File: config.mk
export PLATFORM = sky130hd
export DESIGN_NAME = serial_word_deser
export DESIGN_NICKNAME = d
export VERILOG_FILES = /design/src/rtl/serial_word_deser.sv
export SDC_FILE = /design/constraint.sdc
export NUM_CORES = 1
export LEC_CHECK = 0
export CAP_MARGIN = 20
export CORE_ASPECT_RATIO = 1.25
export CORE_MARGIN = 3
export CORE_UTILIZATION = 40
export DETAILED_ROUTE_END_ITERATION = 16
export DONT_BUFFER_PORTS = 1
export SLEW_MARGIN = 20
export SYNTH_ARGS = -nofsm -noshare
export SYNTH_HDL_FRONTEND = slang
export SYNTH_SLANG_ARGS = --single-unit
File: constraint.sdc
create_clock -name CK -period 2.2 [get_ports CK]
set_input_delay 0.22 -clock CK [delete_from_list [all_inputs] [get_ports CK]]
set_output_delay 0.22 -clock CK [all_outputs]
set_load 0.05 [all_outputs]
File: src/rtl/serial_word_deser.sv
// serial_word_deser: MSB-first serial-to-parallel word assembler with frame sync,
// a 2-entry output FIFO and sticky overflow / framing-error flags.
module serial_word_deser #(
  parameter int unsigned WIDTH = 16
) (
  input  logic             CK,
  input  logic             RESET,
  input  logic             SD,
  input  logic             SE,
  input  logic             FS,
  output logic [WIDTH-1:0] Q,
  output logic             Q_VALID,
  input  logic             Q_READY,
  output logic             OVF,
  output logic             ERR
);

  localparam int unsigned  CW   = $clog2(WIDTH);
  localparam logic [CW-1:0] LAST = CW'(WIDTH - 1);

  typedef enum logic {
    HUNT = 1'b0,
    RECV = 1'b1
  } state_t;

  state_t           r_state;
  state_t           w_state_nxt;
  logic [WIDTH-1:0] r_sr;
  logic [WIDTH-1:0] w_sr_nxt;
  logic [WIDTH-1:0] w_shift;
  logic [WIDTH-1:0] w_start;
  logic [CW-1:0]    r_cnt;
  logic [CW-1:0]    w_cnt_nxt;
  logic             w_push;
  logic             w_err_set;

  logic [WIDTH-1:0] r_q;
  logic [WIDTH-1:0] r_q2;
  logic [WIDTH-1:0] w_q_nxt;
  logic [WIDTH-1:0] w_q2_nxt;
  logic [1:0]       r_occ;
  logic [1:0]       w_occ_nxt;
  logic             r_q_valid;
  logic             r_ovf;
  logic             r_err;
  logic             w_ovf_set;
  logic             w_pop;

  assign w_shift = {r_sr[WIDTH-2:0], SD};
  assign w_start = {{(WIDTH-1){1'b0}}, SD};
  assign w_pop   = r_q_valid & Q_READY;

  // Receive FSM state register
  always_ff @(negedge CK) begin
    if (RESET) begin
      r_state <= HUNT;
    end else begin
      r_state <= w_state_nxt;
    end
  end

  // Receive next-state, shift register and bit counter update
  always_comb begin
    w_state_nxt = r_state;
    w_sr_nxt    = r_sr;
    w_cnt_nxt   = r_cnt;
    w_push      = 1'b0;
    w_err_set   = 1'b0;
    if (SE) begin
      case (r_state)
        HUNT: begin
          if (FS) begin
            w_sr_nxt    = w_start;
            w_cnt_nxt   = CW'(1);
            w_state_nxt = RECV;
          end
        end
        RECV: begin
          if (FS) begin
            // FS with no bits pending is a clean word start; otherwise resync.
            w_sr_nxt  = w_start;
            w_cnt_nxt = CW'(1);
            w_err_set = (r_cnt != '0);
          end else if (r_cnt == LAST) begin
            w_sr_nxt  = w_shift;
            w_cnt_nxt = '0;
            w_push    = 1'b1;
          end else begin
            w_sr_nxt  = w_shift;
            w_cnt_nxt = r_cnt + CW'(1);
          end
        end
        default: w_state_nxt = HUNT;
      endcase
    end
  end

  // Output FIFO: r_q is the head (drives Q directly), r_q2 the second entry
  always_comb begin
    w_q_nxt   = r_q;
    w_q2_nxt  = r_q2;
    w_occ_nxt = r_occ;
    w_ovf_set = 1'b0;
    case (r_occ)
      2'd0: begin
        if (w_push) begin
          w_q_nxt   = w_shift;
          w_occ_nxt = 2'd1;
        end
      end
      2'd1: begin
        case ({w_push, w_pop})
          2'b11: w_q_nxt = w_shift;
          2'b01: begin
            w_q_nxt   = '0;
            w_occ_nxt = 2'd0;
          end
          2'b10: begin
            w_q2_nxt  = w_shift;
            w_occ_nxt = 2'd2;
          end
          default: ;
        endcase
      end
      default: begin
        case ({w_push, w_pop})
          2'b11: begin
            w_q_nxt  = r_q2;
            w_q2_nxt = w_shift;
          end
          2'b01: begin
            w_q_nxt   = r_q2;
            w_q2_nxt  = '0;
            w_occ_nxt = 2'd1;
          end
          2'b10: w_ovf_set = 1'b1;
          default: ;
        endcase
      end
    endcase
  end

  // Datapath and flag registers
  always_ff @(negedge CK) begin
    if (RESET) begin
      r_sr      <= '0;
      r_cnt     <= '0;
      r_q       <= '0;
      r_q2      <= '0;
      r_occ     <= 2'd0;
      r_q_valid <= 1'b0;
      r_ovf     <= 1'b0;
      r_err     <= 1'b0;
    end else begin
      r_sr      <= w_sr_nxt;
      r_cnt     <= w_cnt_nxt;
      r_q       <= w_q_nxt;
      r_q2      <= w_q2_nxt;
      r_occ     <= w_occ_nxt;
      r_q_valid <= (w_occ_nxt != 2'd0);
      r_ovf     <= r_ovf | w_ovf_set;
      r_err     <= r_err | w_err_set;
    end
  end

  assign Q       = r_q;
  assign Q_VALID = r_q_valid;
  assign OVF     = r_ovf;
  assign ERR     = r_err;

endmodule

==> results of run 1 <==
==> placed cells by master, fill, tap and decap left out, types with 2 or more instances in the layout <==
master / n
and3b_2: 2
ha_1: 2
and2_1: 16
dfxtp_2: 18
a21oi_1: 22
bufinv_16: 2
buf_6: 10
and3_1: 2
a311oi_1: 16
buf_12: 9
clkinvlp_2: 2
inv_1: 64
a211oi_1: 17
nand2_4: 2
buf_4: 9
o221ai_1: 3
a31oi_1: 17
o21ai_0: 2
nand3_1: 19
nor2_1: 21
clkbuf_8: 9
buf_8: 9
a22oi_1: 16
nand2_1: 2
o221ai_2: 13
a41oi_1: 2
dfxtp_1: 39
==> per-stage QoR <==
step | std cells | total power (uW) | hold WS (ps) | util, % | setup slack (ps)
2_1_floorplan | 286 | 1260 | 443 | - | -606
3_3_place_gp | 375 | 1260 | 443 | 48.2 | -407
3_5_place_dp | 375 | 1260 | 448 | 48.2 | -414
4_1_cts | 446 | 2590 | 452 | 56.5 | -6.39
5_1_grt | 448 | 2720 | 472 | 58.0 | -42.2
6_report | 448 | 2550 | 450 | 58.0 | 5.11
==> power breakdown <==
| part | switching (uW) | leakage [uW] | internal, uW |
|---|---|---|---|
| clock | 697 | 0.000407 | 759 |
| combinational | 22.3 | 0.000618 | 17.0 |
| sequential | 5.18 | 0.000469 | 1050 |
| total | 725 | 0.00149 | 1820 |
==> synthesized netlist by cell type, types with 4 or more instances <==
master	number	area [sq um]
dfxtp_1	57	1140
a211oi_1	17	128
buf_2	11	55.1
inv_1	8	30.0
nand2_1	4	15.0
clkbuf_1	15	56.3
nand3_1	19	95.1
a311oi_1	16	140
o221ai_1	16	140
ha_1	4	50.1
a22oi_1	16	120
buf_6	4	45.0
a31oi_1	17	106
and2_1	16	100
nor2_1	21	78.8
a21oi_1	22	110
==> final timing paths <==
path | from | to | cells after the start
worst min-delay path | r_q2[12] | r_q2[12] | 2
worst max register to register | r_cnt[0] | r_q2[5] | 9
worst max-delay path | Q[9] | Q[9] | 1
worst min register to register | r_q2[12] | r_q2[12] | 2
==> state kept, by name, summed over array words and instances (netlist names) <==
name and cells:
r_state 1, r_occ 2, Q_VALID 1, r_q2 16, Q 16, r_cnt 4, r_sr 15, ERR 1
OVF 1
==> tightest hold or removal path, stage by stage (launching register included) <==
cell	delay, ps
dfxtp_1	290
nand3_1	60
a21oi_1	60
==> layout make-up <==
class / instances / area (sq um) / share of cell area (%)
repair buffers: 38 / 520 / 14.5
multi-input cells: 188 / 1360 / 37.8
flip-flops and latches: 57 / 1160 / 32.3
inverters: 8 / 30.0 / 0.834
clock buffers: 9 / 124 / 3.44
clock inverters: 63 / 294 / 8.17
well taps: 85 / 106 / 2.96
==> routing by layer <==
layer	vias up	wire length, um	GRT usage (%)
li1	1241	-	-
met1	1259	3060	21.2
met2	86	3460	30.5
met3	15	355	6.93
met4	0	200	15.3
met5	-	0	0
==> logic make-up after synthesis <==
family | count (synthesis)
buffers and inverters | 41
flip-flops | 57
AO/OA/AOI/OAI | 114
AND/OR/NAND/NOR | 69
multiplexers | 1
adder cells (fa/ha/maj) | 4
==> repair_timing <==
item                                    CTS  global route
gates cloned                              0             1
endpoints found under the setup margin   27            36
gates resized for setup                  38            16
buffers inserted                          0             1
pin swaps                                 0             4
==> impl_metrics.py, run 1 <==
metrics = {
    "run": {
        "drv_cap": 0,
    },
    "timing": {
        "finalMaxSlewViolations": 0,
        "setup_violations": 0,
        "max-slew-margin-rel_pct": 61.2,
        "worstMarginPinSlew_ps": 581,
        "sum_neg_setup_slack_ps": 0,
        "timing.final.hold_violations": 0,
        "rsz_0062_raised_after_global_routing": "true",
        "skew_ps": 17.0,
    },
    "clock_tree": {
        "clock_edge_transition_at_the_registers_on_the_reported_setup_and_hold_paths_ps": 40,
        "cts.sinks": 57,
        "cts_hold_buffers_added": 0,
        "clock_insertion_delay_worst_skew_ps": 390,
        "htreeDepth": 3,
        "cts.root.buffer_cell": "clkbuf_8",
        "tritoncts.num_buffers": 9,
        "cts_tree": "built",
        "clock_tree.buffer_depth": 2,
    },
    "drt": {
        "vias_per_cell": 5.81,
        "routed_wl_um": 7080,
        "firstDrtPassIters": 4,
        "route.detailed.wl_per_inst_um": 15.8,
        "dr.first_iter.drc_count": 393,
        "remaining_drc_errors": 0,
        "via_count": 2601,
        "postRouteAntennaNets": 0,
    },
    "setup_path": {
        "path_max_fanout": 2,
        "critPathRequiredTime_ps": 1980,
        "ff_to_ff_setup_slack_ps": 350,
        "path_class": "reg -> out",
        "critPathArrivalTime_ps": 1970,
        "timing.critical_path.from_type": "register",
        "max_stage_delay_ps": 340,
        "path_cells": "buf_8",
        "worst_setup_path_end_kind": "primary output",
        "worstPathBufferInverterCount": 1,
        "worst_path_dominant_cell_family": "flip-flops",
        "cp_slowest_cell": "dfxtp_2",
    },
    "die": {
        "dieHeight_um": 95.9,
        "io_pins": 25,
        "die_width_um": 77.9,
        "row_count": 32,
        "coreArea_sq_um": 6210,
        "dieArea_sq_um": 7470,
        "initial_utilization_pct": 41.7,
    },
    "min_path": {
        "worst_hold_path_type": "reg -> reg",
    },
    "placement": {
        "buffer_ports.inserted": 0,
        "post-dp-hpwl_um": 4070,
        "finalWeightedCongestion": 0.757,
        "placed_cell_area_sq_um": 2990,
    },
    "logic_synthesis": {
        "synth_edf_count": 0,
        "yosys-mux-area-fraction_pct": 0.387,
        "syn-cell-area_sq_um": 2580,
        "synthDistinctLibCells": 34,
        "synth_xor_area_share_pct": 0,
        "number_of_nets_in_the_synthesized_netlist": 296,
        "combinational_family_with_the_most_area_after_synthesis": "compound AO/OA/AOI/OAI gates",
        "synth-seq-area-share_pct": 44.1,
        "post_synth_inst_count": 286,
        "number_of_warnings_reported_in_the_yosys_synthesis_log": 0,
        "post_synth_fa_ha_maj_area_fraction_pct": 1.94,
        "async_flop_share_pct": 0,
        "dominantRegCellSynth": "dfxtp_1",
        "synth_area_per_cell_sq_um": 9.04,
        "synth-seq-cells": 57,
        "synth_compound_area_share_pct": 32.0,
        "synthSimpleGateAreaFrac_pct": 13.8,
    },
    "power": {
        "cellLeakagePower_uw": 0.00149,
        "ir_worst_vdd_v": 0.000337,
        "power_per_cell_area_nw_per_um2": 708,
    },
    "cells_and_area": {
        "n_fill_cell": 559,
        "ant_diodes": 0,
        "area_growth_pct": 39.2,
        "drive_gt1_share_pct": 25.6,
        "design.final.nets": 369,
        "post-route-cell-area_sq_um": 3600,
    },
    "grt": {
        "grt_first_pass_wirelength_um": 11300,
        "grt_start_max_net_pins": 58,
        "grt_overflow": 0,
        "number_of_antenna_violations_at_the_first_check_in_global_routing": 0,
        "groute.usage.overall_pct": 19.4,
        "first_global_vias": 2509,
    },
    "run_status": {
        "run_status": "complete, no violations",
    },
}
Power figures use the tool's default switching activity.
==> run 2, diff against run 1 <==
- CAP_MARGIN: 20 -> 25
- MAX_ROUTING_LAYER: unset -> met4
- clock period: 2.2 -> 2.6 ns (I/O delays scaled with it)
==> run 2 against run 1 <==
Compared with the run above:
- combinational power fell by 20%
- routed wire length fell by 5.9%
- register-to-register slack improved by 360 ps
- critical path depth fell by 1
- first-iteration DRC count fell by 37%
- critical path type unchanged
- worst hold slack improved by 1.9 ps
- largest power group unchanged
- utilization fell by 5.3 points
- highest routed layer unchanged
- largest cell class unchanged
==> impl_metrics.py, run 2 (synthesis results as in run 1) <==
metrics = {
    "timing": {
        "skew_ps": 18.7,
        "finalMaxSlewViolations": 0,
        "worstMarginPinSlew_ps": 526,
        "hold-worst-slack_ps": 452,
        "timing.final.hold_violations": 0,
        "final.setup.worst_slack_ps": 20.0,
        "setup_violations": 0,
        "rsz_0062_raised_after_global_routing": "false",
        "max-slew-margin-rel_pct": 64.9,
    },
    "cells_and_area": {
        "design.final.nets": 348,
        "area_growth_pct": 26.6,
        "commonest_non_fill_non_tap_cell_in_the_layout": "inv_1",
        "most-common-layout-cells": "inv_1, dfxtp_1, a21oi_1",
        "finalCoreUtilization_pct": 52.7,
        "ant_diodes": 0,
        "post_layout_nonfiller_instances": 426,
        "n_fill_cell": 585,
        "drive_gt1_share_pct": 16.4,
    },
    "power": {
        "share_clk_of_total_power_pct": 58.5,
        "power_per_cell_area_nw_per_um2": 679,
        "internal-power_uw": 1640,
        "ir_worst_vdd_v": 0.000257,
        "cellLeakagePower_uw": 0.00133,
        "switchingPower_uw": 584,
        "design_power_total_uw": 2220,
        "power.switching_fraction_pct": 26.3,
        "combinationalPowerShare_pct": 1.4,
        "sequentialPowerShare_pct": 40.0,
    },
    "grt": {
        "grt_start_max_net_pins": 58,
        "grt_first_pass_wirelength_um": 11100,
        "first_global_vias": 2439,
        "global_route.usage.met1_pct": 20.3,
        "groute.usage.overall_pct": 19.4,
        "grtUsageMet3_pct": 9.27,
        "most_congested_layer_reported_by_global_routing": "met2",
        "grtUsageMet2_pct": 29.6,
        "number_of_antenna_violations_at_the_first_check_in_global_routing": 0,
        "grt_overflow": 0,
    },
    "clock_tree": {
        "clock_tree.buffer_depth": 2,
        "tritoncts.num_buffers": 9,
        "postCtsSetupRepairBufs": 0,
        "cts.root.buffer_cell": "clkbuf_8",
        "clock_edge_transition_at_the_registers_on_the_reported_setup_and_hold_paths_ps": 40,
        "clock_insertion_delay_worst_skew_ps": 390,
        "cts_tree": "built",
        "cts.sinks": 57,
        "htreeDepth": 3,
    },
    "drt": {
        "routed_wl_um": 6660,
        "firstDrtPassIters": 4,
        "remaining_drc_errors": 0,
        "dr.first_iter.drc_count": 248,
        "via_count": 2490,
        "postRouteAntennaNets": 0,
        "route.detailed.wl_per_inst_um": 15.6,
        "vias_per_cell": 5.85,
    },
    "placement": {
        "buffer_ports.inserted": 0,
        "placedCellCount": 356,
        "pre_cts_slack_ps": -247,
        "finalWeightedCongestion": 0.751,
        "post-dp-hpwl_um": 3940,
    },
    "setup_path": {
        "critPathRequiredTime_ps": 2340,
        "worst_setup_path_end_kind": "primary output",
        "critPathArrivalTime_ps": 2320,
        "path_class": "reg -> out",
        "timing.critical_path.from_type": "register",
        "path_max_fanout": 2,
    },
    "die": {
        "coreArea_sq_um": 6210,
        "dieArea_sq_um": 7470,
        "dieHeight_um": 95.9,
        "initial_utilization_pct": 41.7,
        "row_count": 32,
        "io_pins": 25,
        "die_width_um": 77.9,
    },
    "min_path": {
        "worst_hold_path_type": "reg -> reg",
    },
    "run": {
        "drv_cap": 0,
    },
    "run_status": {
        "run_status": "complete, no violations",
    },
}
-- run 2: cell count changes in the layout (fill, tap and decap cells not counted), moves of 3 or more --
| cell | change |
|---|---|
| buf_6 | -10 |
| buf_8 | -9 |
| dfxtp_1 | +9 |
| dfxtp_2 | -9 |
| o221ai_1 | +3 |
| o221ai_2 | -3 |
-- run 2: per-layer routing --
metal / share of wire, % / vias up / routed length (um)
met3: 6.8 / 7 / 451
li1: - / 1199 / -
met5: 0 / - / 0
met4: 1.5 / 0 / 99
met2: 49 / 74 / 3280
met1: 42 / 1210 / 2830
-- run 2: power by group through the flow --
stage	Sequential (uW)	Combinational, uW	Clock (uW)
after floorplan	900	32.3	136
after detailed placement	901	31.6	136
after global placement	901	31.0	136
final	890	31.6	1300
after CTS	890	31.7	1340
after global routing	888	34.7	1450
-- run 2: layout make-up --
type                            instances  area, sq um  area share [%]
Multi-Input combinational cell        188         1330            40.6
Inverter                                8         30.0           0.918
Tap cell                               85          106            3.25
Clock buffer                            9          124            3.79
Sequential cell                        57         1150            35.2
Clock inverter                         62          315            9.64
Timing Repair Buffer                   17          215            6.58
-- run 2: path summary, 6_finish.rpt --
kind	from	endpoint	slack, ps	depth (start not counted)
max	Q[8]	Q[8]	20	0
min	r_q2[0]	r_q2[0]	450	2
max reg2reg	r_cnt[0]	Q[0]	710	8
min reg2reg	r_q2[0]	r_q2[0]	450	2
-- run 2: timing repair --
| action | 4_1_cts | 5_1_grt |
|---|---|---|
| hold buffers | 0 | 0 |
| gates resized for setup | 1 | 8 |
| endpoints found under the setup margin | 1 | 8 |
-- run 2: through the flow --
stage,cell area (sq um),setup TNS (ps)
floorplan,2710,-12580
detailed placement,2830,-6730
global placement,2830,-6200
global route,3270,0
CTS,3260,0
finish,3270,0
==> run 3, diff against run 2 <==
- REMOVE_ABC_BUFFERS: unset -> 1
==> run 3 against run 2 <==
Compared with the run above:
- flip-flop and latch count is the same
- die area did not move
- register-to-register slack improved by 20 ps
- non-clock buffer count fell by 1
- first-iteration DRC count increased by 1.6%
- final area decreased by 1.8%
- clock skew decreased by 4.4 ps
- utilization decreased by 0.95 points
- worst hold slack worse by 3.8 ps
- worst setup slack better by 6.0 ps
- critical endpoint is now Q[3]
- largest power group unchanged
==> impl_metrics.py, run 3 (synthesis results as in run 1) <==
metrics = {
    "die": {
        "row_count": 32,
        "initial_utilization_pct": 41.7,
        "coreArea_sq_um": 6210,
        "die_width_um": 77.9,
        "dieHeight_um": 95.9,
        "dieArea_sq_um": 7470,
        "io_pins": 25,
    },
    "drt": {
        "postRouteAntennaNets": 0,
        "dr.first_iter.drc_count": 252,
        "route.detailed.wl_per_inst_um": 15.6,
        "via_count": 2464,
        "routed_wl_um": 6650,
        "vias_per_cell": 5.77,
        "firstDrtPassIters": 4,
        "remaining_drc_errors": 0,
    },
    "grt": {
        "first_global_vias": 2473,
        "groute.usage.overall_pct": 19.7,
        "grt_start_max_net_pins": 58,
        "grt_first_pass_wirelength_um": 11300,
        "grt_overflow": 0,
        "number_of_antenna_violations_at_the_first_check_in_global_routing": 0,
    },
    "timing": {
        "setup_violations": 0,
        "timing.final.hold_violations": 0,
        "finalMaxSlewViolations": 0,
        "worstMarginPinSlew_ps": 652,
        "rsz_0062_raised_after_global_routing": "false",
        "skew_ps": 14.3,
        "max-slew-margin-rel_pct": 56.3,
        "sum_neg_setup_slack_ps": 0,
    },
    "clock_tree": {
        "cts_tree": "built",
        "cts_hold_buffers_added": 0,
        "htreeDepth": 3,
        "clock_insertion_delay_worst_skew_ps": 390,
        "cts.sinks": 57,
        "cts.root.buffer_cell": "clkbuf_8",
        "clock_edge_transition_at_the_registers_on_the_reported_setup_and_hold_paths_ps": 30,
        "tritoncts.num_buffers": 9,
        "clock_tree.buffer_depth": 2,
    },
    "setup_path": {
        "worst_setup_path_end_kind": "primary output",
        "critPathArrivalTime_ps": 2310,
        "path_class": "reg -> out",
        "path_max_fanout": 2,
        "timing.critical_path.from_type": "register",
        "critPathRequiredTime_ps": 2340,
    },
    "min_path": {
        "worst_hold_path_type": "reg -> reg",
    },
    "placement": {
        "post-dp-hpwl_um": 3920,
        "buffer_ports.inserted": 0,
        "finalWeightedCongestion": 0.773,
    },
    "cells_and_area": {
        "finalCoreUtilization_pct": 51.8,
        "ant_diodes": 0,
        "area_growth_pct": 24.3,
        "commonest_non_fill_non_tap_cell_in_the_layout": "inv_1",
        "design.final.nets": 347,
        "drive_gt1_share_pct": 13.2,
        "most-common-layout-cells": "inv_1, dfxtp_1, a21oi_1",
    },
    "run_status": {
        "run_status": "complete, no violations",
    },
    "power": {
        "power_per_cell_area_nw_per_um2": 733,
        "ir_worst_vdd_v": 0.000300,
        "cellLeakagePower_uw": 0.00133,
        "design_power_total_uw": 2360,
    },
    "run": {
        "drv_cap": 0,
    },
}
==> run 3: cell count changes in the layout (fill, tap and decap cells not counted), moves of 2 or more <==
cell      delta
o221ai_2    -10
clkinv_4     +2
inv_1        +2
o221ai_1    +10
==> run 3: routing by layer <==
layer	GRT usage (%)	wire length [um]
met1	20.7	2880
met2	31.5	3350
met3	6.65	305
met4	13.6	113
met5	-	0
==> run 3: final timing paths <==
kind | endpoint | from | slack [ps] | depth (start not counted)
hold / removal | r_q2[15] | r_q2[15] | 450 | 2
hold reg to reg | r_q2[15] | r_q2[15] | 450 | 2
setup reg to reg | r_q2[12] | r_cnt[0] | 730 | 9
setup / recovery | Q[3] | Q[3] | 30 | 0
==> run 3: power breakdown <==
part           total, uW  leakage, uW  internal [uW]  switching, uW
Combinational       29.7     0.000424           12.8           16.9
Sequential           890     0.000465            885           4.82
Clock               1440     0.000438            849            588
Total               2360      0.00133           1750            609
==> run 3: through the flow <==
stage	worst slack (ps)	instances	cell area (sq um)	hold slack (ps)
floorplan	-967	254	2420	433
global placement	-204	355	2720	440
detailed placement	-216	355	2720	444
CTS	1.46	427	3200	448
global route	0.250	427	3210	464
finish	26.0	427	3210	448
==> run 3: worst register-to-register path, delay by kind of cell, from the launching register on <==
family	cells	cell delay [ps]
DFF	1	340
adders and majority gates	2	440
AOI/OAI and AO/OA	2	290
and+or+nand+nor	3	480
buffers and inverters	2	190
==> run 3: what timing repair did <==
item | in CTS | in global routing
setup buffers | 0 | 0
gates resized for setup | 2 | 8
endpoints found under the hold margin | 0 | 0
pin swaps | 0 | 1
endpoints found under the setup margin | 2 | 9
==> run 3: cell type report <==
type	count	area (sq um)
inverter	8	30.0
sequential	57	1150
fill	594	2990
clock buffer	9	124
multi-input combinational	188	1250
clock inverter	64	355
timing repair buffer	16	195
tap	85	106
